## config.mk

```make
export PLATFORM = sky130hd
export DESIGN_NAME = hazard_unit_flat
export DESIGN_NICKNAME = d
export VERILOG_FILES = /design/src/rtl/hazard_unit_pkg.sv /design/src/rtl/hazard_unit_if.sv /design/src/rtl/hazard_unit_div_fsm.sv /design/src/rtl/hazard_unit.sv /design/src/flat_wrapper.sv
export SDC_FILE = /design/constraint.sdc
export NUM_CORES = 1
export LEC_CHECK = 0
export ABC_AREA = 1
export CORE_MARGIN = 1.5
export CORE_UTILIZATION = 38
export CTS_CLUSTER_SIZE = 40
export DETAILED_ROUTE_END_ITERATION = 7
export HOLD_SLACK_MARGIN = 0.03
export MAX_ROUTING_LAYER = met4
export PLACE_DENSITY_LB_ADDON = 0.3
export SYNTH_ARGS = -nofsm -noshare
export SYNTH_HDL_FRONTEND = slang
export SYNTH_SLANG_ARGS = --single-unit
```

## constraint.sdc

```tcl
create_clock -name clk -period 1.6 [get_ports clk]
set_clock_uncertainty 0.05 [all_clocks]
set_input_delay 0.16 -clock clk [delete_from_list [all_inputs] [get_ports clk]]
set_output_delay 0.16 -clock clk [all_outputs]
set_load 0.01 [all_outputs]
```

## src/rtl/hazard_unit_pkg.sv

```systemverilog
// Shared types for the MIPS hazard unit: forward-select codes and divide FSM states.
// Optional stall counter enabled by HAZARD_PERF_CNT_EN.
package mips_hazard_pkg;

  localparam int unsigned REG_W = 5;
  localparam int unsigned FWD_W_BITS = 2;
  localparam int unsigned CNT_W = 32;

  localparam logic [FWD_W_BITS-1:0] FWD_RF = 2'b00;
  localparam logic [FWD_W_BITS-1:0] FWD_W  = 2'b01;
  localparam logic [FWD_W_BITS-1:0] FWD_M  = 2'b10;

  typedef enum logic [1:0] {
    IDLE = 2'd0,
    BUSY = 2'd1,
    DONE = 2'd2
  } div_state_t;

  // Register 0 is hardwired, so it never counts as a dependency.
  function automatic logic regMatch(input logic [REG_W-1:0] a, input logic [REG_W-1:0] b);
    return (a != REG_W'(0)) && (a == b);
  endfunction

endpackage

```

## src/rtl/hazard_unit_if.sv

```systemverilog
// Pipeline <-> hazard unit signal bundle. stall_cnt exists only with HAZARD_PERF_CNT_EN.
interface hazard_unit_if;
  import mips_hazard_pkg::*;

  logic [REG_W-1:0] rsD, rtD, rsE, rtE;
  logic [REG_W-1:0] writeregE, writeregM, writeregW;
  logic             branchD;
  logic             regwriteE, regwriteM, regwriteW;
  logic             memtoregE, memtoregM;
  logic             divE, div_done;

  logic                  forwardAD, forwardBD;
  logic [FWD_W_BITS-1:0] forwardAE, forwardBE;
  logic                  stallF, stallD, stallE;
  logic                  flushE, flushM;
  logic                  div_start;
`ifdef HAZARD_PERF_CNT_EN
  logic [CNT_W-1:0]      stall_cnt;
`endif

  modport master (
    output rsD, rtD, rsE, rtE, writeregE, writeregM, writeregW,
           branchD, regwriteE, regwriteM, regwriteW, memtoregE, memtoregM,
           divE, div_done,
    input  forwardAD, forwardBD, forwardAE, forwardBE,
           stallF, stallD, stallE, flushE, flushM, div_start
`ifdef HAZARD_PERF_CNT_EN
    , input stall_cnt
`endif
  );

  modport slave (
    input  rsD, rtD, rsE, rtE, writeregE, writeregM, writeregW,
           branchD, regwriteE, regwriteM, regwriteW, memtoregE, memtoregM,
           divE, div_done,
    output forwardAD, forwardBD, forwardAE, forwardBE,
           stallF, stallD, stallE, flushE, flushM, div_start
`ifdef HAZARD_PERF_CNT_EN
    , output stall_cnt
`endif
  );

endinterface

```

## src/rtl/hazard_unit_div_fsm.sv

```systemverilog
// Divider handshake FSM: issues div_start and holds divstall until div_done.
module hazard_div_fsm
  import mips_hazard_pkg::*;
(
  input  logic clk,
  input  logic rst,
  input  logic divE,
  input  logic div_done,
  output logic div_start,
  output logic divstall
);

  div_state_t state;

  always_ff @(posedge clk or negedge rst) begin
    if (!rst) begin
      state <= IDLE;
    end else begin
      case (state)
        IDLE:    if (divE) state <= BUSY;
        BUSY:    if (div_done) state <= DONE;
        DONE:    state <= IDLE;
        default: state <= IDLE;
      endcase
    end
  end

  // DONE releases the stall so the divide leaves E; no restart on the still-high divE.
  assign div_start = (state == IDLE) && divE;
  assign divstall  = ((state == IDLE) && divE) || (state == BUSY);

endmodule

```

## src/rtl/hazard_unit.sv

```systemverilog
// Forwarding, stall and flush generation for the five-stage MIPS pipeline.
// Define HAZARD_PERF_CNT_EN to add the saturating stall_cnt counter.
module hazard_unit
  import mips_hazard_pkg::*;
(
  input logic         clk,
  input logic         rst,
  hazard_unit_if.slave hz
);

  logic lwstall, branchstall, divstall, frontStall;
  logic divStart;

  hazard_div_fsm u_div_fsm (
    .clk      (clk),
    .rst      (rst),
    .divE     (hz.divE),
    .div_done (hz.div_done),
    .div_start(divStart),
    .divstall (divstall)
  );

  // E-stage operand bypass; M is the younger producer so it wins over W.
  always_comb begin
    hz.forwardAE = FWD_RF;
    hz.forwardBE = FWD_RF;
    if (hz.regwriteM && regMatch(hz.writeregM, hz.rsE))      hz.forwardAE = FWD_M;
    else if (hz.regwriteW && regMatch(hz.writeregW, hz.rsE)) hz.forwardAE = FWD_W;
    if (hz.regwriteM && regMatch(hz.writeregM, hz.rtE))      hz.forwardBE = FWD_M;
    else if (hz.regwriteW && regMatch(hz.writeregW, hz.rtE)) hz.forwardBE = FWD_W;
  end

  assign hz.forwardAD = hz.regwriteM && regMatch(hz.writeregM, hz.rsD);
  assign hz.forwardBD = hz.regwriteM && regMatch(hz.writeregM, hz.rtD);

  assign lwstall = hz.memtoregE &&
                   (regMatch(hz.rtE, hz.rsD) || regMatch(hz.rtE, hz.rtD));

  assign branchstall = hz.branchD &&
      ((hz.regwriteE && (regMatch(hz.writeregE, hz.rsD) || regMatch(hz.writeregE, hz.rtD))) ||
       (hz.memtoregM && (regMatch(hz.writeregM, hz.rsD) || regMatch(hz.writeregM, hz.rtD))));

  assign frontStall   = lwstall || branchstall || divstall;
  assign hz.stallF    = frontStall;
  assign hz.stallD    = frontStall;
  assign hz.stallE    = divstall;
  // A frozen E stage must keep its divide, so the bubble is suppressed.
  assign hz.flushE    = (lwstall || branchstall) && !divstall;
  assign hz.flushM    = divstall;
  assign hz.div_start = divStart;

`ifdef HAZARD_PERF_CNT_EN
  logic [CNT_W-1:0] stallCnt;

  always_ff @(posedge clk or negedge rst) begin
    if (!rst) begin
      stallCnt <= '0;
    end else if (frontStall && (stallCnt != {CNT_W{1'b1}})) begin
      stallCnt <= stallCnt + CNT_W'(1);
    end
  end

  assign hz.stall_cnt = stallCnt;
`endif

endmodule

```

## src/flat_wrapper.sv

```systemverilog
// flat-port wrapper written by rule: the top's interface ports become plain ports
module hazard_unit_flat import mips_hazard_pkg::*;
  (clk, rst, hz_rsD, hz_rtD, hz_rsE, hz_rtE, hz_writeregE, hz_writeregM, hz_writeregW, hz_branchD, hz_regwriteE, hz_regwriteM, hz_regwriteW, hz_memtoregE, hz_memtoregM, hz_divE, hz_div_done, hz_forwardAD, hz_forwardBD, hz_forwardAE, hz_forwardBE, hz_stallF, hz_stallD, hz_stallE, hz_flushE, hz_flushM, hz_div_start);
  hazard_unit_if hz_i ();
  input logic clk;
  input logic rst;
  input wire logic [$bits(hz_i.rsD)-1:0] hz_rsD;
  input wire logic [$bits(hz_i.rtD)-1:0] hz_rtD;
  input wire logic [$bits(hz_i.rsE)-1:0] hz_rsE;
  input wire logic [$bits(hz_i.rtE)-1:0] hz_rtE;
  input wire logic [$bits(hz_i.writeregE)-1:0] hz_writeregE;
  input wire logic [$bits(hz_i.writeregM)-1:0] hz_writeregM;
  input wire logic [$bits(hz_i.writeregW)-1:0] hz_writeregW;
  input wire logic [$bits(hz_i.branchD)-1:0] hz_branchD;
  input wire logic [$bits(hz_i.regwriteE)-1:0] hz_regwriteE;
  input wire logic [$bits(hz_i.regwriteM)-1:0] hz_regwriteM;
  input wire logic [$bits(hz_i.regwriteW)-1:0] hz_regwriteW;
  input wire logic [$bits(hz_i.memtoregE)-1:0] hz_memtoregE;
  input wire logic [$bits(hz_i.memtoregM)-1:0] hz_memtoregM;
  input wire logic [$bits(hz_i.divE)-1:0] hz_divE;
  input wire logic [$bits(hz_i.div_done)-1:0] hz_div_done;
  output wire logic [$bits(hz_i.forwardAD)-1:0] hz_forwardAD;
  output wire logic [$bits(hz_i.forwardBD)-1:0] hz_forwardBD;
  output wire logic [$bits(hz_i.forwardAE)-1:0] hz_forwardAE;
  output wire logic [$bits(hz_i.forwardBE)-1:0] hz_forwardBE;
  output wire logic [$bits(hz_i.stallF)-1:0] hz_stallF;
  output wire logic [$bits(hz_i.stallD)-1:0] hz_stallD;
  output wire logic [$bits(hz_i.stallE)-1:0] hz_stallE;
  output wire logic [$bits(hz_i.flushE)-1:0] hz_flushE;
  output wire logic [$bits(hz_i.flushM)-1:0] hz_flushM;
  output wire logic [$bits(hz_i.div_start)-1:0] hz_div_start;
  assign hz_i.rsD = hz_rsD;
  assign hz_i.rtD = hz_rtD;
  assign hz_i.rsE = hz_rsE;
  assign hz_i.rtE = hz_rtE;
  assign hz_i.writeregE = hz_writeregE;
  assign hz_i.writeregM = hz_writeregM;
  assign hz_i.writeregW = hz_writeregW;
  assign hz_i.branchD = hz_branchD;
  assign hz_i.regwriteE = hz_regwriteE;
  assign hz_i.regwriteM = hz_regwriteM;
  assign hz_i.regwriteW = hz_regwriteW;
  assign hz_i.memtoregE = hz_memtoregE;
  assign hz_i.memtoregM = hz_memtoregM;
  assign hz_i.divE = hz_divE;
  assign hz_i.div_done = hz_div_done;
  assign hz_forwardAD = hz_i.forwardAD;
  assign hz_forwardBD = hz_i.forwardBD;
  assign hz_forwardAE = hz_i.forwardAE;
  assign hz_forwardBE = hz_i.forwardBE;
  assign hz_stallF = hz_i.stallF;
  assign hz_stallD = hz_i.stallD;
  assign hz_stallE = hz_i.stallE;
  assign hz_flushE = hz_i.flushE;
  assign hz_flushM = hz_i.flushM;
  assign hz_div_start = hz_i.div_start;
  hazard_unit u_core (.clk(clk), .rst(rst), .hz(hz_i));
endmodule
```

==> impl_metrics.json, run 1 <==
{
  "status": "finished, violations left",
  "violations": "setup timing",
  "design.die.area_mm2": 0.00279,
  "critPathMaxFanout": 4,
  "max_freq_mhz": 623,
  "syn_to_final_growth_pct": 74.1,
  "syn_area_per_cell_um2": 5.45,
  "grt_usage": 0.236,
  "start_util": 0.414,
  "finalSetupViolCount": 1,
  "clk-insertion-delay-late_ns": 0.23,
  "critPathKind": "in2out",
  "clk_pin_slew_ns": 0.03,
  "synthArstFlopShare": 1.00,
  "overflow": 0,
  "cts_tree": "built",
  "vdd_drop_max_v": 0.000349,
  "rr_endpoint": "u_core.u_div_fsm.state[0]",
  "synth_fa_ha_area_frac": 0,
  "synth_top_family_by_area": "simple AND/OR/NAND/NOR gates",
  "post_drt_wl_per_cell_um": 11.6,
  "synth.top_cell.area_share": 0.227,
  "switching_power_uw": 290,
  "io_buffers": 56,
  "core_mm2": 0.00228,
  "grt_pass1_wl_um": 4770,
  "fin_ws_ns": -0.00389,
  "hp-class": "in2async",
  "post-route-cell-area_mm2": 0.00164,
  "avgViaCountPerCell": 4.86,
  "endpoint": "hz_flushE",
  "dpl.cell_count": 272,
  "postCtsHoldBufs": 0,
  "syn_area_um2": 942,
  "globalplace.congestion": 0.862,
  "synth_cell_type_count": 26,
  "cts_inserted_buffers": 3,
  "switching_share": 0.432,
  "root_buffer": "clkbuf_4",
  "grt_max_degree": 7,
  "netlist_instances": 173,
  "reg2reg_depth": 3,
  "maxCapViolations": 0,
  "critPathLaunchType": "input port",
  "cp-end-kind": "output pin",
  "grt_pass1_vias": 1173,
  "hold_violations": 0,
  "diodes": 0,
  "intPower_uw": 381,
  "synth-compound-area-share": 0.0837,
  "max-clock-path-buffers": 2,
  "dieHeight_um": 52.8,
  "synth_edf_count": 0,
  "yosysMostFrequentCell": "nand2_1",
  "critPathLaunch": "hz_rtE[3]",
  "nNetsFinal": 296,
  "ant_nets": 0,
  "place_ws_ns": -0.670,
  "crit_required_ns": 1.39,
  "ios": 57,
  "power.density_mw_per_mm2": 409,
  "clock_sinks": 2,
  "crit_arrival_ns": 1.39,
  "antenna_found_initial": 0,
  "top_register": "u_core.u_div_fsm.state",
  "ys_ff_latch": 2,
  "p_comb_frac": 0.726,
  "r2r-start": "u_core.u_div_fsm.state[1]",
  "post-route-period-util": 1.00,
  "setup_tns_ns": -0.00389,
  "post_dp_cell_area_mm2": 0.00165,
  "p_leak_nw": 0.906,
  "synth_top_area_cell": "nand2_1",
  "syn_nets": 218,
  "synth_area_leaders": "nand2_1 (23%), xor2_1 (15%), inv_1 (12%), xnor2_1 (11%), nor2_1 (6.0%)",
  "num_vias": 1347,
  "drc_errors": 0,
  "synth_ff_type": "dfrtp_1",
  "finalPower_uw": 671,
  "synth_common_cells": "nand2_1 (57), inv_1 (29), xor2_1 (16)",
  "place.detailed.hpwl_um": 2510,
  "largest_reg_flops": 2,
  "reg2reg_slack_ns": 0.73,
  "instances_no_fill": 277,
  "drt-total-wl_um": 3220,
  "period_needed_ns": 1.60,
  "firstDrtPassIters": 4,
  "htreeDepth": 1,
  "synthSimpleGateAreaFrac": 0.441,
  "yosys_warnings": 0,
  "drt_iter0_drc": 30,
  "worst_slew_pin_slew_ns": 0.283,
  "synth-xor-area-share": 0.260,
  "power_frac_seq": 0.107,
  "clkPwrFrac": 0.168,
  "reg_top3": "u_core.u_div_fsm.state: 2 flops",
  "ys_seq_area_frac": 0.0531,
  "chipWidth_um": 52.8,
  "maxSlewHeadroom": 0.810,
  "slew_violations": 0,
  "rows": 17,
  "synth_mux_area_frac": 0,
  "drive_gt1_frac": 0.301
}
==> worst min-delay path by stage <==
stage	endpoint	startpoint	cells after the start
final	u_core.u_div_fsm.state[0]	rst	1
after global routing	u_core.u_div_fsm.state[0]	rst	1
after global placement	u_core.u_div_fsm.state[0]	rst	1
after CTS	u_core.u_div_fsm.state[0]	rst	1
after floorplan	u_core.u_div_fsm.state[0]	rst	0
after detailed placement	u_core.u_div_fsm.state[1]	rst	1
==> logic make-up after synthesis <==
kind of cell,after synthesis
and+or+nand+nor,95
buffers and inverters,36
xor gates and xnor gates,28
AOI/OAI and AO/OA,12
DFF,2
==> power by group through the flow <==
stage / Combinational (mW) / Sequential (mW) / Clock, mW
2_1_floorplan: 0.243 / 0.0683 / 0
3_3_place_gp: 0.515 / 0.0695 / 0
3_5_place_dp: 0.522 / 0.0703 / 0
4_1_cts: 0.483 / 0.0721 / 0.115
5_1_grt: 0.535 / 0.0742 / 0.123
6_report: 0.487 / 0.0716 / 0.113
==> placed cells by master, fill, tap and decap left out, types with 4 or more instances in the layout <==
| cell | Yosys | final |
|---|---|---|
| inv_2 | 2 | 6 |
| xnor2_1 | 12 | 11 |
| xor2_1 | 16 | 15 |
| clkdlybuf4s50_1 | 0 | 10 |
| buf_4 | 2 | 22 |
| nand2_1 | 57 | 55 |
| nand3_1 | 5 | 4 |
| clkbuf_2 | 0 | 10 |
| nor2_1 | 15 | 10 |
| inv_1 | 29 | 24 |
| clkdlybuf4s15_1 | 0 | 4 |
| nand4_1 | 7 | 7 |
| dlygate4sd2_1 | 0 | 19 |
| nor2_2 | 1 | 4 |
| buf_2 | 2 | 12 |
==> final cells by class <==
class	instances	area, um^2
inverter	31	119
multi-input combinational	135	820
fill	206	636
clock buffer	3	22.5
tap	28	35.0
sequential	2	50.0
timing repair buffer	78	594
==> worst max-delay path, cell delays in order <==
cell           delay (ns)
dlygate4sd2_1        0.27
inv_1                0.12
nand2_1              0.06
a21oi_1              0.24
nand4_1              0.13
nand2_1              0.08
nand2_1              0.07
a21oi_2              0.12
buf_2                0.13
==> metal layers <==
metal | track usage | wire (um) | up-vias
met5 | - | 0 | -
met4 | 0.0513 | 0 | 0
met3 | 0.0257 | 166 | 0
met2 | 0.427 | 1710 | 46
met1 | 0.279 | 1340 | 610
li1 | - | - | 691
==> repair_timing <==
item                       in CTS  in global routing
pin swaps                       7                  9
buffers inserted                1                  1
hold endpoints to repair        0                  0
gates resized for setup        89                 46
setup endpoints to repair      12                  8
==> stage by stage <==
stage / utilization / hold WS (ns)
final: 0.721 / 0.0434
after global routing: 0.721 / 0.0427
after CTS: 0.730 / 0.0430
after detailed placement: 0.726 / 0.281
after global placement: 0.726 / 0.280
after floorplan: - / -0.186
(Power assumes the default switching activity.)
==> run 2, diff against run 1 <==
--- a/config.mk
+++ b/config.mk
@@ -13,6 +13,7 @@
 export HOLD_SLACK_MARGIN = 0.03
 export MAX_ROUTING_LAYER = met4
 export PLACE_DENSITY_LB_ADDON = 0.3
+export SKIP_CTS_REPAIR_TIMING = 1
 export SYNTH_ARGS = -nofsm -noshare
 export SYNTH_HDL_FRONTEND = slang
 export SYNTH_SLANG_ARGS = --single-unit
==> impl_metrics.json, run 2 (synthesis results as in run 1) <==
{
  "status": "complete, no violations",
  "largest_reg_flops": 2,
  "grt_max_degree": 7,
  "overflow": 0,
  "p_leak_nw": 1.24,
  "clk-insertion-delay-late_ns": 0.23,
  "reg2reg_slack_ns": 0.73,
  "firstDrtPassIters": 4,
  "io_buffers": 56,
  "worst_path_max_delay_cell": "clkdlybuf4s50_1",
  "slowest_delay_ns": 0.46,
  "p_comb_frac": 0.732,
  "critPathMaxFanout": 4,
  "chipWidth_um": 52.8,
  "place.detailed.hpwl_um": 2510,
  "antenna_found_initial": 0,
  "dieHeight_um": 52.8,
  "cts_tree": "built",
  "path_delay_family": "buffers and inverters",
  "drt-total-wl_um": 3250,
  "num_vias": 1317,
  "worst_slew_pin_slew_ns": 0.314,
  "switching_power_uw": 279,
  "hold_violations": 0,
  "utilization": 0.780,
  "hp-class": "in2async",
  "critPathLaunchType": "input port",
  "start_util": 0.414,
  "r2r-start": "u_core.u_div_fsm.state[1]",
  "cts_inserted_buffers": 3,
  "ios": 57,
  "critPathMostFrequentCell": "inv_1",
  "critPathKind": "in2out",
  "reg2reg_depth": 3,
  "grt_usage": 0.221,
  "top_register": "u_core.u_div_fsm.state",
  "max-clock-path-buffers": 2,
  "clock_sinks": 2,
  "slew_violations": 0,
  "critPathBufInv": 4,
  "nNetsFinal": 297,
  "clk_pin_slew_ns": 0.03,
  "switching_share": 0.408,
  "avgViaCountPerCell": 4.74,
  "holdWs_ns": 0.0451,
  "maxSlewHeadroom": 0.790,
  "power_frac_seq": 0.104,
  "dpl.cell_count": 272,
  "core_mm2": 0.00228,
  "ant_nets": 0,
  "root_buffer": "clkbuf_4",
  "grt_setup_unrepaired": "yes",
  "vdd_drop_max_v": 0.000343,
  "drive_gt1_frac": 0.208,
  "rr_endpoint": "u_core.u_div_fsm.state[0]",
  "grt_pass1_vias": 1094,
  "post-route-period-util": 0.945,
  "reg_top3": "u_core.u_div_fsm.state: 2 flops",
  "fill_cells": 167,
  "crit_chain": "clkdlybuf4s50_1 > inv_1 > nor3_2 > inv_1 > nand2_2 > nand3b_1 > buf_2",
  "rows": 17,
  "instances_no_fill": 278,
  "clkPwrFrac": 0.164,
  "maxCapViolations": 0,
  "htreeDepth": 1,
  "most-common-layout-cells": "nand2_1 (56), dlymetal6s2s_1 (38), inv_1 (27)",
  "globalplace.congestion": 0.862,
  "period_needed_ns": 1.51,
  "cp-end-kind": "output pin",
  "finalSetupViolCount": 0,
  "setup_tns_ns": 0,
  "final_common_cell": "nand2_1",
  "drc_errors": 0,
  "crit_required_ns": 1.39,
  "post_drt_wl_per_cell_um": 11.7,
  "grt_pass1_wl_um": 4460,
  "diodes": 0,
  "crit_arrival_ns": 1.30,
  "design.die.area_mm2": 0.00279,
  "max_freq_mhz": 661,
  "intPower_uw": 406,
  "drt_iter0_drc": 36,
  "power.density_mw_per_mm2": 386,
  "syn_to_final_growth_pct": 88.3
}
==> run 2: cell types whose count changed in the layout (fill, tap and decap cells not counted), sizes merged <==
cell           delta
clkbuf            -3
buf               -9
clkdlybuf4s50     -1
clkdlybuf4s15     -4
dlymetal6s2s     +37
dlygate4sd2      -19
==> run 2: area by class of cell <==
class / instances / area [um^2] / area share
inverters: 31 / 116 / 0.0656
repair buffers: 79 / 783 / 0.441
multi-input cells: 135 / 767 / 0.432
flip-flops and latches: 2 / 50.0 / 0.0282
well taps: 28 / 35.0 / 0.0197
clock buffers: 3 / 22.5 / 0.0127
==> run 2: power groups by stage <==
stage | clock, mW | combinational, mW | sequential [mW]
floorplan | 0 | 0.243 | 0.0683
global placement | 0 | 0.515 | 0.0695
detailed placement | 0 | 0.522 | 0.0703
CTS | 0.115 | 0.524 | 0.0698
global route | 0.125 | 0.548 | 0.0742
finish | 0.112 | 0.502 | 0.0716
==> run 2: how the worst max path moves through the flow <==
| stage | from | end | slack, ns | depth (start not counted) |
|---|---|---|---|---|
| floorplan | u_core.u_div_fsm.state[0] | hz_stallF | 0.07 | 5 |
| global route | hz_divE | hz_stallF | -0.01 | 7 |
| detailed placement | hz_writeregM[2] | hz_flushE | -0.67 | 12 |
| finish | hz_divE | hz_stallF | 0.09 | 7 |
| CTS | hz_writeregM[2] | hz_flushE | -0.67 | 12 |
| global placement | hz_writeregM[1] | hz_flushE | -0.66 | 12 |
==> run 2: metal layers <==
metal / track usage / vias to the layer above / part of all wire / wire [um]
met5: - / - / 0 / 0
met3: 0.0257 / 0 / 0.054 / 175
met4: 0.0513 / 0 / 0 / 0
met1: 0.271 / 582 / 0.42 / 1370
met2: 0.383 / 46 / 0.53 / 1710
li1: - / 689 / - / -
==> run 2: stage by stage <==
stage / instance area (um^2) / power [mW] / setup WS, ns
global route: 1770 / 0.747 / -0.00986
global placement: 1650 / 0.585 / -0.662
detailed placement: 1650 / 0.592 / -0.670
finish: 1770 / 0.685 / 0.0879
CTS: 1670 / 0.708 / -0.671
floorplan: 942 / 0.312 / 0.0701
